<file path="src/rtl/cmd_ctrl_rx.sv">
// Receive-side command controller: parses UART RX byte frames and launches
// register-file writes/reads and ALU operations, with a bounded result wait.
module cmd_ctrl_rx #(
  parameter int BusWidth      = 8,
  parameter int AddrWidth     = 4,
  parameter int FuncWidth     = 4,
  parameter int TimeoutCycles = 255
) (
  input  logic                 CLK,
  input  logic                 RST,
  input  logic [BusWidth-1:0]  RX_P_Data,
  input  logic                 RX_D_VLD,
  input  logic                 RdData_Valid,
  input  logic                 ALU_OUT_VLD,
  output logic [AddrWidth-1:0] Address,
  output logic                 WrEn,
  output logic                 RdEn,
  output logic [BusWidth-1:0]  WrData,
  output logic                 ALU_EN,
  output logic [FuncWidth-1:0] ALU_FUN,
  output logic                 CLK_EN,
  output logic                 Busy,
  output logic                 CMD_ERR
);

  typedef enum logic [3:0] {
    IDLE     = 4'd0,
    WR_ADDR  = 4'd1,
    WR_DATA  = 4'd2,
    RD_ADDR  = 4'd3,
    RD_WAIT  = 4'd4,
    ALU_A    = 4'd5,
    ALU_B    = 4'd6,
    ALU_FN   = 4'd7,
    ALU_WAIT = 4'd8
  } state_t;

  localparam logic [BusWidth-1:0] CMD_WR     = BusWidth'(8'hAA);
  localparam logic [BusWidth-1:0] CMD_RD     = BusWidth'(8'hBB);
  localparam logic [BusWidth-1:0] CMD_ALU_OP = BusWidth'(8'hCC);
  localparam logic [BusWidth-1:0] CMD_ALU_NO = BusWidth'(8'hDD);
  localparam logic [7:0]          TO_LIMIT   = 8'(TimeoutCycles);

  state_t               state_r, state_nxt_s;
  logic [AddrWidth-1:0] addr_r, addr_nxt_s;
  logic [FuncWidth-1:0] func_r, func_nxt_s;
  logic [7:0]           cnt_r, cnt_nxt_s;
  logic                 err_r, err_s;
  logic                 wren_s, rden_s, alu_en_s, clk_en_s;
  logic [AddrWidth-1:0] address_s;
  logic [BusWidth-1:0]  wrdata_s;

  // Next-state, register updates and Mealy strobes for the command parser
  always_comb begin
    state_nxt_s = state_r;
    addr_nxt_s  = addr_r;
    func_nxt_s  = func_r;
    cnt_nxt_s   = cnt_r;
    err_s       = 1'b0;
    wren_s      = 1'b0;
    rden_s      = 1'b0;
    alu_en_s    = 1'b0;
    clk_en_s    = 1'b0;
    address_s   = addr_r;
    wrdata_s    = {BusWidth{1'b0}};
    case (state_r)
      IDLE: begin
        if (RX_D_VLD) begin
          case (RX_P_Data)
            CMD_WR:     state_nxt_s = WR_ADDR;
            CMD_RD:     state_nxt_s = RD_ADDR;
            CMD_ALU_OP: state_nxt_s = ALU_A;
            CMD_ALU_NO: state_nxt_s = ALU_FN;
            default:    err_s       = 1'b1;
          endcase
        end else begin
          state_nxt_s = IDLE;
        end
      end
      WR_ADDR: begin
        if (RX_D_VLD) begin
          addr_nxt_s  = RX_P_Data[AddrWidth-1:0];
          state_nxt_s = WR_DATA;
        end else begin
          state_nxt_s = WR_ADDR;
        end
      end
      WR_DATA: begin
        if (RX_D_VLD) begin
          wren_s      = 1'b1;
          wrdata_s    = RX_P_Data;
          state_nxt_s = IDLE;
        end else begin
          state_nxt_s = WR_DATA;
        end
      end
      RD_ADDR: begin
        if (RX_D_VLD) begin
          rden_s      = 1'b1;
          address_s   = RX_P_Data[AddrWidth-1:0];
          cnt_nxt_s   = 8'd0;
          state_nxt_s = RD_WAIT;
        end else begin
          state_nxt_s = RD_ADDR;
        end
      end
      RD_WAIT: begin
        // A valid on the limit cycle still completes the read cleanly
        if (RdData_Valid) begin
          state_nxt_s = IDLE;
        end else if (cnt_r == TO_LIMIT) begin
          err_s       = 1'b1;
          state_nxt_s = IDLE;
        end else begin
          cnt_nxt_s   = cnt_r + 8'd1;
        end
      end
      ALU_A: begin
        if (RX_D_VLD) begin
          wren_s      = 1'b1;
          address_s   = {AddrWidth{1'b0}};
          wrdata_s    = RX_P_Data;
          state_nxt_s = ALU_B;
        end else begin
          state_nxt_s = ALU_A;
        end
      end
      ALU_B: begin
        if (RX_D_VLD) begin
          wren_s      = 1'b1;
          address_s   = AddrWidth'(1'b1);
          wrdata_s    = RX_P_Data;
          state_nxt_s = ALU_FN;
        end else begin
          state_nxt_s = ALU_B;
        end
      end
      ALU_FN: begin
        clk_en_s = 1'b1;
        if (RX_D_VLD) begin
          func_nxt_s  = RX_P_Data[FuncWidth-1:0];
          cnt_nxt_s   = 8'd0;
          state_nxt_s = ALU_WAIT;
        end else begin
          state_nxt_s = ALU_FN;
        end
      end
      ALU_WAIT: begin
        clk_en_s = 1'b1;
        alu_en_s = 1'b1;
        if (ALU_OUT_VLD) begin
          state_nxt_s = IDLE;
        end else if (cnt_r == TO_LIMIT) begin
          err_s       = 1'b1;
          state_nxt_s = IDLE;
        end else begin
          cnt_nxt_s   = cnt_r + 8'd1;
        end
      end
      default: begin
        state_nxt_s = IDLE;
      end
    endcase
  end

  // State, captured address/function, wait counter and error pulse registers
  always_ff @(posedge CLK or negedge RST) begin
    if (!RST) begin
      state_r <= IDLE;
      addr_r  <= {AddrWidth{1'b0}};
      func_r  <= {FuncWidth{1'b0}};
      cnt_r   <= 8'd0;
      err_r   <= 1'b0;
    end else begin
      state_r <= state_nxt_s;
      addr_r  <= addr_nxt_s;
      func_r  <= func_nxt_s;
      cnt_r   <= cnt_nxt_s;
      err_r   <= err_s;
    end
  end

  assign Address = address_s;
  assign WrEn    = wren_s;
  assign RdEn    = rden_s;
  assign WrData  = wrdata_s;
  assign ALU_EN  = alu_en_s;
  assign ALU_FUN = func_r;
  assign CLK_EN  = clk_en_s;
  assign Busy    = (state_r != IDLE);
  assign CMD_ERR = err_r;

endmodule

</file>
<file path="config.mk">
export PLATFORM = sky130hd
export DESIGN_NAME = cmd_ctrl_rx
export DESIGN_NICKNAME = d
export VERILOG_FILES = /design/src/rtl/cmd_ctrl_rx.sv
export SDC_FILE = /design/constraint.sdc
export NUM_CORES = 1
export LEC_CHECK = 0
export CORE_MARGIN = 8
export CORE_UTILIZATION = 52
export DETAILED_ROUTE_END_ITERATION = 16
export PLACE_DENSITY = 0.86
export SLEW_MARGIN = 20
export SYNTH_ARGS = -nofsm -noshare
export SYNTH_HDL_FRONTEND = slang
export SYNTH_SLANG_ARGS = --single-unit
</file>
<file path="constraint.sdc">
create_clock -name CLK -period 4.74 [get_ports CLK]
set_input_delay 1.185 -clock CLK [delete_from_list [all_inputs] [get_ports CLK]]
set_output_delay 1.185 -clock CLK [all_outputs]
set_load 0.05 [all_outputs]
</file>
After elaboration in Yosys (flattened, before gate mapping) --
Cells that the tools add are included.
Word-level totals: bits in registers 21, input port bits 13, output and inout bits 22, word-level logic and storage cells 66
Cells by class: add/sub/neg operators 1, equal/unequal tests 17, muxes and demuxes 34, reductions and logical operators 9
Operator list (count):
- 8-bit 2-to-1 mux | 6
- 8-bit == test (second input constant) | 5
- 4-bit case mux with 9 select lines | 1
- 4-bit 2-to-1 mux | 8
- 8-bit case mux with 3 select lines | 1
- 4-bit by 3-bit == test with 1-bit output (second input constant) | 4
- 4-bit case mux with 4 select lines | 1
- 4-bit case mux with 3 select lines | 1
- 1-bit 2-to-1 mux | 11
- 8-bit by 1-bit adder with 8-bit output (second input constant) | 1
- 4-bit by 2-bit == test with 1-bit output (second input constant) | 2
- 2-bit 2-to-1 mux | 3
- 6-bit by 2-bit != test with 1-bit output (second input constant) | 1
- 4-bit by 1-bit == test with 1-bit output (second input constant) | 1
- 4-bit == test (second input constant) | 1
- 4-bit logical NOT | 1
- 2-bit != test (second input constant) | 2
- 4-bit AND reduction | 1
- 4-bit nonzero test | 1
- 2-bit OR reduction | 2
- 4-bit OR reduction | 1
- 3-bit 2-to-1 mux | 1
- 1-bit case mux with 3 select lines | 1
- 3-bit nonzero test | 1
- 3 further kinds | 3

Depth between registers and ports, before layout --
Gate-level depths: netlist (run 1).
depth after elaboration 5, depth in mapped cells 6, mapped depth without buffers 6

Worst setup path after synthesis (run 1) --
No wires, ideal clock.
path kind input port to output port, from input port RX_D_VLD, to output port WrData[0], arrival 2.984 ns, data required time 3.555 ns, setup slack 0.571 ns, cell stages on the path 4, path buffers 1, path through clkbuf_1 nand2b_1 nor2_1 and2_1
On the way: longest elaborated chain between the ends 2
RTL lines:
- from (decl) | line 12 | input logic RX_D_VLD,
- 8-bit 2-to-1 mux | line 89, 119, 129
- 8-bit 2-to-1 mux
- to (decl) | line 18 | output logic [BusWidth-1:0] WrData,
No other way between the ends.

Final worst setup path (run 1) --
from input port RX_D_VLD, to output port Address[2]
On the way: longest elaborated chain between the ends 2
RTL lines:
- 4-bit 2-to-1 mux, on equally long branches | line 129, 119, 98
- 4-bit case mux with 3 select lines * | line 66 | case (state_r)
- to (decl) | line 15 | output logic [AddrWidth-1:0] Address,
Mark *: on every way between the ends. The rest lies on a longest branch, timed or not.

==> results of run 1 <==
==> worst paths after layout <==
path	slack (ps)	end	cells after the start	start
worst max-delay path	340	Address[2]	6	RX_D_VLD
worst min-delay path	520	ALU_FUN[0]	1	ALU_FUN[0]
worst max register to register	2620	cnt_r[3]	5	state_r[1]
worst min register to register	520	ALU_FUN[0]	1	ALU_FUN[0]
max in group asynchronous	2740	state_r[2]	1	RST
min in group asynchronous	1400	ALU_FUN[0]	1	RST
==> stage by stage <==
step / std cells / total power [mW] / worst slack, ps
5_1_grt: 223 / 1.02 / 227
3_3_place_gp: 219 / 0.854 / 438
6_report: 223 / 0.966 / 337
3_5_place_dp: 219 / 0.877 / 379
4_1_cts: 223 / 0.965 / 357
2_1_floorplan: 160 / 0.708 / 571
==> final cells by class <==
cell class / instances / share of cell area [%]
clock buffer: 3 / 1.28
inverter: 8 / 1.71
timing repair buffer: 35 / 18.3
tap: 31 / 2.20
clock inverter: 1 / 0.284
sequential: 21 / 29.9
multi-input combinational: 124 / 46.3
==> critical path, delay by kind of cell <==
| family | cells | cell delay, ps |
|---|---|---|
| compound gates | 1 | 90 |
| buf+inv | 2 | 1210 |
| simple gates | 3 | 730 |
==> sequential cells by signal (all words and copies together), names as in the netlist <==
name     cells
ALU_FUN      4
CMD_ERR      1
state_r      4
addr_r       4
cnt_r        8
==> placed cells by master (no fill, tap or decap), types with 3 or more instances in the layout <==
cell type and instances:
clkdlybuf4s50_1 24, dfrtp_1 21, nand2_1 20, nor2_1 12, buf_4 11, a21oi_1 9
and2_1 9, mux2_2 9, inv_1 8, nand3_1 8, o21ai_0 7, and3_1 3
o31ai_1 3, clkbuf_4 3
==> metal layers <==
metal | share of wire [%] | GRT usage, % | wire, um | vias to the layer above
li1 | - | - | - | 638
met1 | 45 | 21.2 | 1670 | 663
met2 | 48 | 27.9 | 1790 | 47
met3 | 6.0 | 3.11 | 225 | 6
met4 | 1.4 | 4.60 | 51 | 0
met5 | 0 | 0 | 0 | -
==> power groups by stage <==
stage                     logic [mW]  clock network (mW)  registers, mW
after floorplan                0.408                   0          0.300
after detailed placement       0.562                   0          0.315
final                          0.564              0.0881          0.314
after CTS                      0.565              0.0891          0.311
after global routing           0.601              0.0979          0.320
after global placement         0.546                   0          0.308
==> cell families (layout without fill, tap and decap cells) <==
family / after synthesis / in the layout
flops: 21 / 21
xor+xnor: 4 / 4
simple gates: 73 / 73
buf+inv: 15 / 47
mux: 10 / 10
compound gates: 36 / 36
fa+ha+maj: 1 / 1
==> results by group, run 1 <==
Outcome
  – Status: complete, no violations

Layout
  – Diode count: 0
  – Fill cells: between 200 and 250
  – Area Growth Syn to Fin: 25.4%
  – Area of the multi-input gates: between 800 and 900 um^2
  – Share of layout cells above drive strength 1: 14.6%
  – Seq. cell area: between 500 and 600 um^2
  – Layout Nets: a little over 200
  – Post-Route Utilization: 66.1%
  – Final Cell Area: ~0.0018 mm^2

Setup path
  – Crit. End Element: output port
  – Critical Path Max Stage Delay: 720 ps
  – Arr. time, crit path: between 3000 and 4000 ps
  – CP max FO: 7
  – Crit-path cells: clkdlybuf4s50_1, nand2b_1, or3_1, nand2_1, o21ai_0, clkdlybuf4s50_1
  – Worst setup SP type: input port
  – Crit path kind: input port to output port
  – Worst path slowest cell: clkdlybuf4s50_1
  – Most frequent CP cell: clkdlybuf4s50_1
  – CP required: about 3600 ps

Synth
  – Yosys warns: 0
  – Cell taking the most area after synthesis: dfrtp_1
  – Post-synthesis mux area share: between 7 and 8%
  – Netlist cell types: 47
  – Top cell type's share of synthesized area: approximately 37%
  – Post-synth ARST share: 100%
  – Register area share after synthesis: between 30 and 40%
  – Synth Area in Simple Gates: 28.8%
  – Synth cell count leaders: dfrtp_1, nand2_1, nor2_1
  – Synth top area cells: dfrtp_1, mux2_2, nand2_1, and2_1, a21oi_1
  – Synthesized area per cell: 8.77 um^2
  – Largest family of logic cells by synthesized area: simple AND/OR/NAND/NOR gates
  – Mapped Area: between 0.001 and 0.0015 mm^2
  – Syn_nets: 174
  – EDFF count, synth: 0
  – Most frequent cell after synthesis: dfrtp_1
  – Count of state elements after synthesis: 21
  – Synth Area in Compound Gates: between 10% and 20%
  – Synth Instances: 160
  – Post-Synth Adder-Cell Area: 0.892%
  – Xor/xnor cell area share of the yosys netlist: between 2 and 2.5%
  – Most used DFF post-synth: dfrtp_1

Floorplanning
  – Die H: approximately 68 um
  – # IOs: 35
  – Row count: 19
  – Core Area: between 0.002 and 0.003 mm^2
  – Total die area: about 0.0046 mm^2
  – DIE WIDTH: a little under 70 um
  – Initial Utilization: ~53%

Detailed routing
  – Drt pass-1 iters: 4
  – Vias: 1354
  – Avg WL per Cell: roughly 17 um
  – Residual DRC count: 0
  – Remaining antenna violation count: 0
  – Detailed Route WL: approximately 3700 um
  – Post-DR vias/cell: slightly above 6
  – Iter 0 DRT Violations: around 130

STA
  – Clock skew: just over 10 ps
  – Final setup violation count: 0
  – Slew of the pin with the lowest slew margin: between 900 and 1000 ps
  – Setup TNS: 0 ps
  – Max-slew violation count: 0
  – Final Hold Fails: 0
  – Worst slew margin: 34.8%
  – RSZ-0062 raised after global routing: no
  – Hold_ws: approximately 520 ps
  – Fmax: about 0.23 GHz
  – Final worst-path cycle share: between 90% and 100%
  – Minimum clock period: about 4400 ps

Clock tree
  – CTS resizes: 0
  – Root buf cell: clkbuf_4
  – Clock transition at path regs: 130 ps
  – CTS Sinks: 21
  – H-tree depth: 1
  – Max Buffers Root-to-Sink: 2
  – Cts bufs inserted: 3
  – Worst-Skew Late Latency: around 310 ps
  – CTS Hold Bufs: 0
  – CTS tree: built
  – # Post-CTS Setup Buffers: 0

Power and ir drop
  – P_int: approximately 0.47 mW
  – Power share of the combinational group: between 50% and 60%
  – Psw: ~0.5 mW
  – Sw Ratio: between 50% and 60%
  – Reg power frac: 32.5%
  – Power per cell area: around 550 mW/mm^2
  – Clk pwr share: 9.1%
  – Max VDD drop: between 400 and 500 uV
  – Leak: 0.764 nW

Global routing
  – Global route overflow: 0
  – First-pass GRT wire length: 6050 um
  – Initial antenna violation count: 0
  – Aggregate global-route resource usage: 16.6%
  – Largest net degree at the start of global routing: 22
  – Number of global-route vias before repair: roughly 1.3k

Placed design
  – Dpl cell area: ~0.0017 mm^2
  – PortBufs: 34
  – GPL Wtd Cong: between 0.8 and 0.9
  – DP HPWL: around 2800 um

Run
  – MaxCap Viol Count: 0

Hold path
  – Hold/Removal Path Class: flop to flop
Power figures use the tool's default switching activity.
==> inputs of run 2 (changes only) <==
--- a/config.mk
+++ b/config.mk
@@ -8,6 +8,7 @@
 export CORE_MARGIN = 8
 export CORE_UTILIZATION = 52
 export DETAILED_ROUTE_END_ITERATION = 16
+export MAX_ROUTING_LAYER = met4
 export PLACE_DENSITY = 0.86
 export SLEW_MARGIN = 20
 export SYNTH_ARGS = -nofsm -noshare
==> run 2 against run 1 <==
Compared with the run above: clock skew shrank 2.1 ps; utilization stayed put; total power hardly changed; final cell count unchanged; critical endpoint unchanged; largest power group unchanged.
==> results by group, run 2 (synthesized netlist as in run 1, its figures left out) <==
STA
  – Slew of the pin with the lowest slew margin: 974 ps (was 975 ps)
  – Hold_ws: 523 ps (was 524 ps)
  – Max-slew violation count: 0 (unchanged)
  – Clock skew: 8.24 ps (was 10.3 ps)
  – Setup TNS: 0 ps (unchanged)
  – Minimum clock period: 4450 ps (was 4400 ps)
  – Worst slew margin: 34.8% (about the same)
  – Fmax: 0.225 GHz (was 0.227 GHz)
  – Final worst-path cycle share: 93.8% (was 92.9%)
  – RSZ-0062 raised after global routing: no (unchanged)
  – Worst Setup Slack, final: 293 ps (was 337 ps)
  – Final Hold Fails: 0 (unchanged)
  – Final setup violation count: 0 (unchanged)

Setup path
  – Worst path slowest cell: clkdlybuf4s50_1 (unchanged)
  – Arr. time, crit path: 3260 ps (was 3220 ps)
  – CP required: 3560 ps (about the same)
  – Crit path kind: input port to output port (unchanged)
  – Critical Path Max Stage Delay: 860 ps (was 720 ps)
  – Crit. End Element: output port (unchanged)
  – CP max FO: 7 (unchanged)
  – Worst setup SP type: input port (unchanged)
  – Crit-path cells: clkdlybuf4s50_1, nand2b_1, inv_1, and3_1, a21oi_1, o21ai_0, clkdlybuf4s50_1 (was clkdlybuf4s50_1, nand2b_1, or3_1, nand2_1, o21ai_0, clkdlybuf4s50_1)
  – Most frequent CP cell: clkdlybuf4s50_1 (unchanged)

Clock tree
  – CTS tree: built (unchanged)
  – H-tree depth: 1 (unchanged)
  – CTS Hold Bufs: 0 (unchanged)
  – Cts bufs inserted: 3 (unchanged)
  – Worst-Skew Late Latency: 310 ps (about the same)
  – CTS resizes: 0 (unchanged)
  – # Post-CTS Setup Buffers: 0 (unchanged)
  – Clock transition at path regs: 130 ps (about the same)
  – Root buf cell: clkbuf_4 (unchanged)
  – Max Buffers Root-to-Sink: 2 (unchanged)
  – CTS Sinks: 21 (unchanged)

Layout
  – Final Cell Area: 0.00176 mm^2 (unchanged)
  – Commonest non-fill, non-tap cell in the layout: clkdlybuf4s50_1 (unchanged)
  – Most frequent cells in the layout: clkdlybuf4s50_1, dfrtp_1, nand2_1 (unchanged)
  – Fill cells: 229 (unchanged)
  – Max reg flops: 8 (unchanged)
  – Layout Nets: 207 (unchanged)
  – Reg with most FFs: cnt_r (unchanged)
  – Share of layout cells above drive strength 1: 14.6% (unchanged)
  – Diode count: 0 (unchanged)
  – Fin cells: 223 (unchanged)
  – Post-Route Utilization: 66.1% (unchanged)
  – Area Growth Syn to Fin: 25.4% (unchanged)

Detailed routing
  – Iter 0 DRT Violations: 116 (was 134)
  – Remaining antenna violation count: 0 (unchanged)
  – Residual DRC count: 0 (unchanged)
  – Vias: 1357 (was 1354)
  – Avg WL per Cell: 16.7 um (was 16.8 um)
  – Detailed Route WL: 3730 um (was 3740 um)
  – Post-DR vias/cell: 6.09 (was 6.07)
  – Drt pass-1 iters: 5 (was 4)

Power and ir drop
  – P_int: 0.466 mW (about the same)
  – Reg power frac: 32.5% (about the same)
  – Pwr Total: 0.966 mW (about the same)
  – Power per cell area: 549 mW/mm^2 (about the same)
  – Max VDD drop: 450 uV (was 449 uV)
  – Clk pwr share: 9.2% (was 9.1%)
  – Power share of the combinational group: 58.4% (about the same)
  – Leak: 0.764 nW (unchanged)
  – Psw: 0.500 mW (about the same)
  – Sw Ratio: 51.8% (was 51.7%)

Floorplanning
  – # IOs: 35 (unchanged)
  – Row count: 19 (unchanged)
  – Core Area: 0.00266 mm^2 (unchanged)
  – Die H: 67.9 um (unchanged)
  – DIE WIDTH: 67.9 um (unchanged)
  – Total die area: 0.00462 mm^2 (unchanged)
  – Initial Utilization: 52.7% (unchanged)

Placed design
  – Placed Cells: 219 (unchanged)
  – GPL Wtd Cong: 0.862 (was 0.849)
  – Dpl cell area: 0.00173 mm^2 (unchanged)
  – DP HPWL: 2810 um (unchanged)
  – Post-Place Worst Slack: 379 ps (unchanged)
  – PortBufs: 34 (unchanged)

Global routing
  – Number of global-route vias before repair: 1260 (was 1263)
  – First-pass GRT wire length: 6070 um (was 6050 um)
  – Initial antenna violation count: 0 (unchanged)
  – Aggregate global-route resource usage: 17.2% (was 16.6%)
  – Global route overflow: 0 (unchanged)
  – Largest net degree at the start of global routing: 22 (unchanged)

Hold path
  – Hold/Removal Path Class: flop to flop (unchanged)

Run
  – MaxCap Viol Count: 0 (unchanged)

Outcome
  – Status: complete, no violations (unchanged)
-- run 2: cell counts in the layout (fill, tap and decap cells not counted) --
No cell type changed its count.
-- run 2: layout make-up --
class	instances	area, um^2	area share, %
clock inverters	1	5.00	0.284
well taps	31	38.8	2.20
flip-flops and latches	21	526	29.9
clock buffers	3	22.5	1.28
multi-input cells	124	815	46.3
repair buffers	35	323	18.3
inverters	8	30.0	1.71
-- run 2: path summary, 6_finish.rpt --
check	cells past startpoint	slack (ps)	from	end
worst max-delay path	7	290	RX_D_VLD	Address[2]
worst min-delay path	1	520	ALU_FUN[0]	ALU_FUN[0]
worst max register to register	5	2640	state_r[1]	cnt_r[3]
worst min register to register	1	520	ALU_FUN[0]	ALU_FUN[0]
max in group asynchronous	1	2740	RST	state_r[1]
min in group asynchronous	1	1400	RST	ALU_FUN[0]
-- run 2: power groups by stage --
stage	Combinational, mW	Clock, mW	Sequential, mW
final	0.563	0.0884	0.314
after global routing	0.600	0.0993	0.320
after CTS	0.565	0.0891	0.311
after detailed placement	0.562	0	0.315
after global placement	0.546	0	0.308
after floorplan	0.408	0	0.300
-- run 2: worst max-delay path: cells and delay by family --
family,cells,cell delay [ps]
and+or+nand+nor,2,330
AOI/OAI and AO/OA,2,280
buffers and inverters,3,1470
-- run 2: per-layer routing --
layer	track usage (%)	vias up	share of wire (%)
li1	-	642	-
met1	21.2	661	44
met2	27.9	48	49
met3	3.60	6	5.7
met4	4.60	0	1.4
met5	-	-	0
==> inputs of run 3 (changes only) <==
--- a/config.mk
+++ b/config.mk
@@ -5,6 +5,7 @@
 export SDC_FILE = /design/constraint.sdc
 export NUM_CORES = 1
 export LEC_CHECK = 0
+export CAP_MARGIN = 20
 export CORE_MARGIN = 8
 export CORE_UTILIZATION = 52
 export DETAILED_ROUTE_END_ITERATION = 16
==> results of run 3 <==
No change in the layout: final DEF, timing and power equal those of run 2.
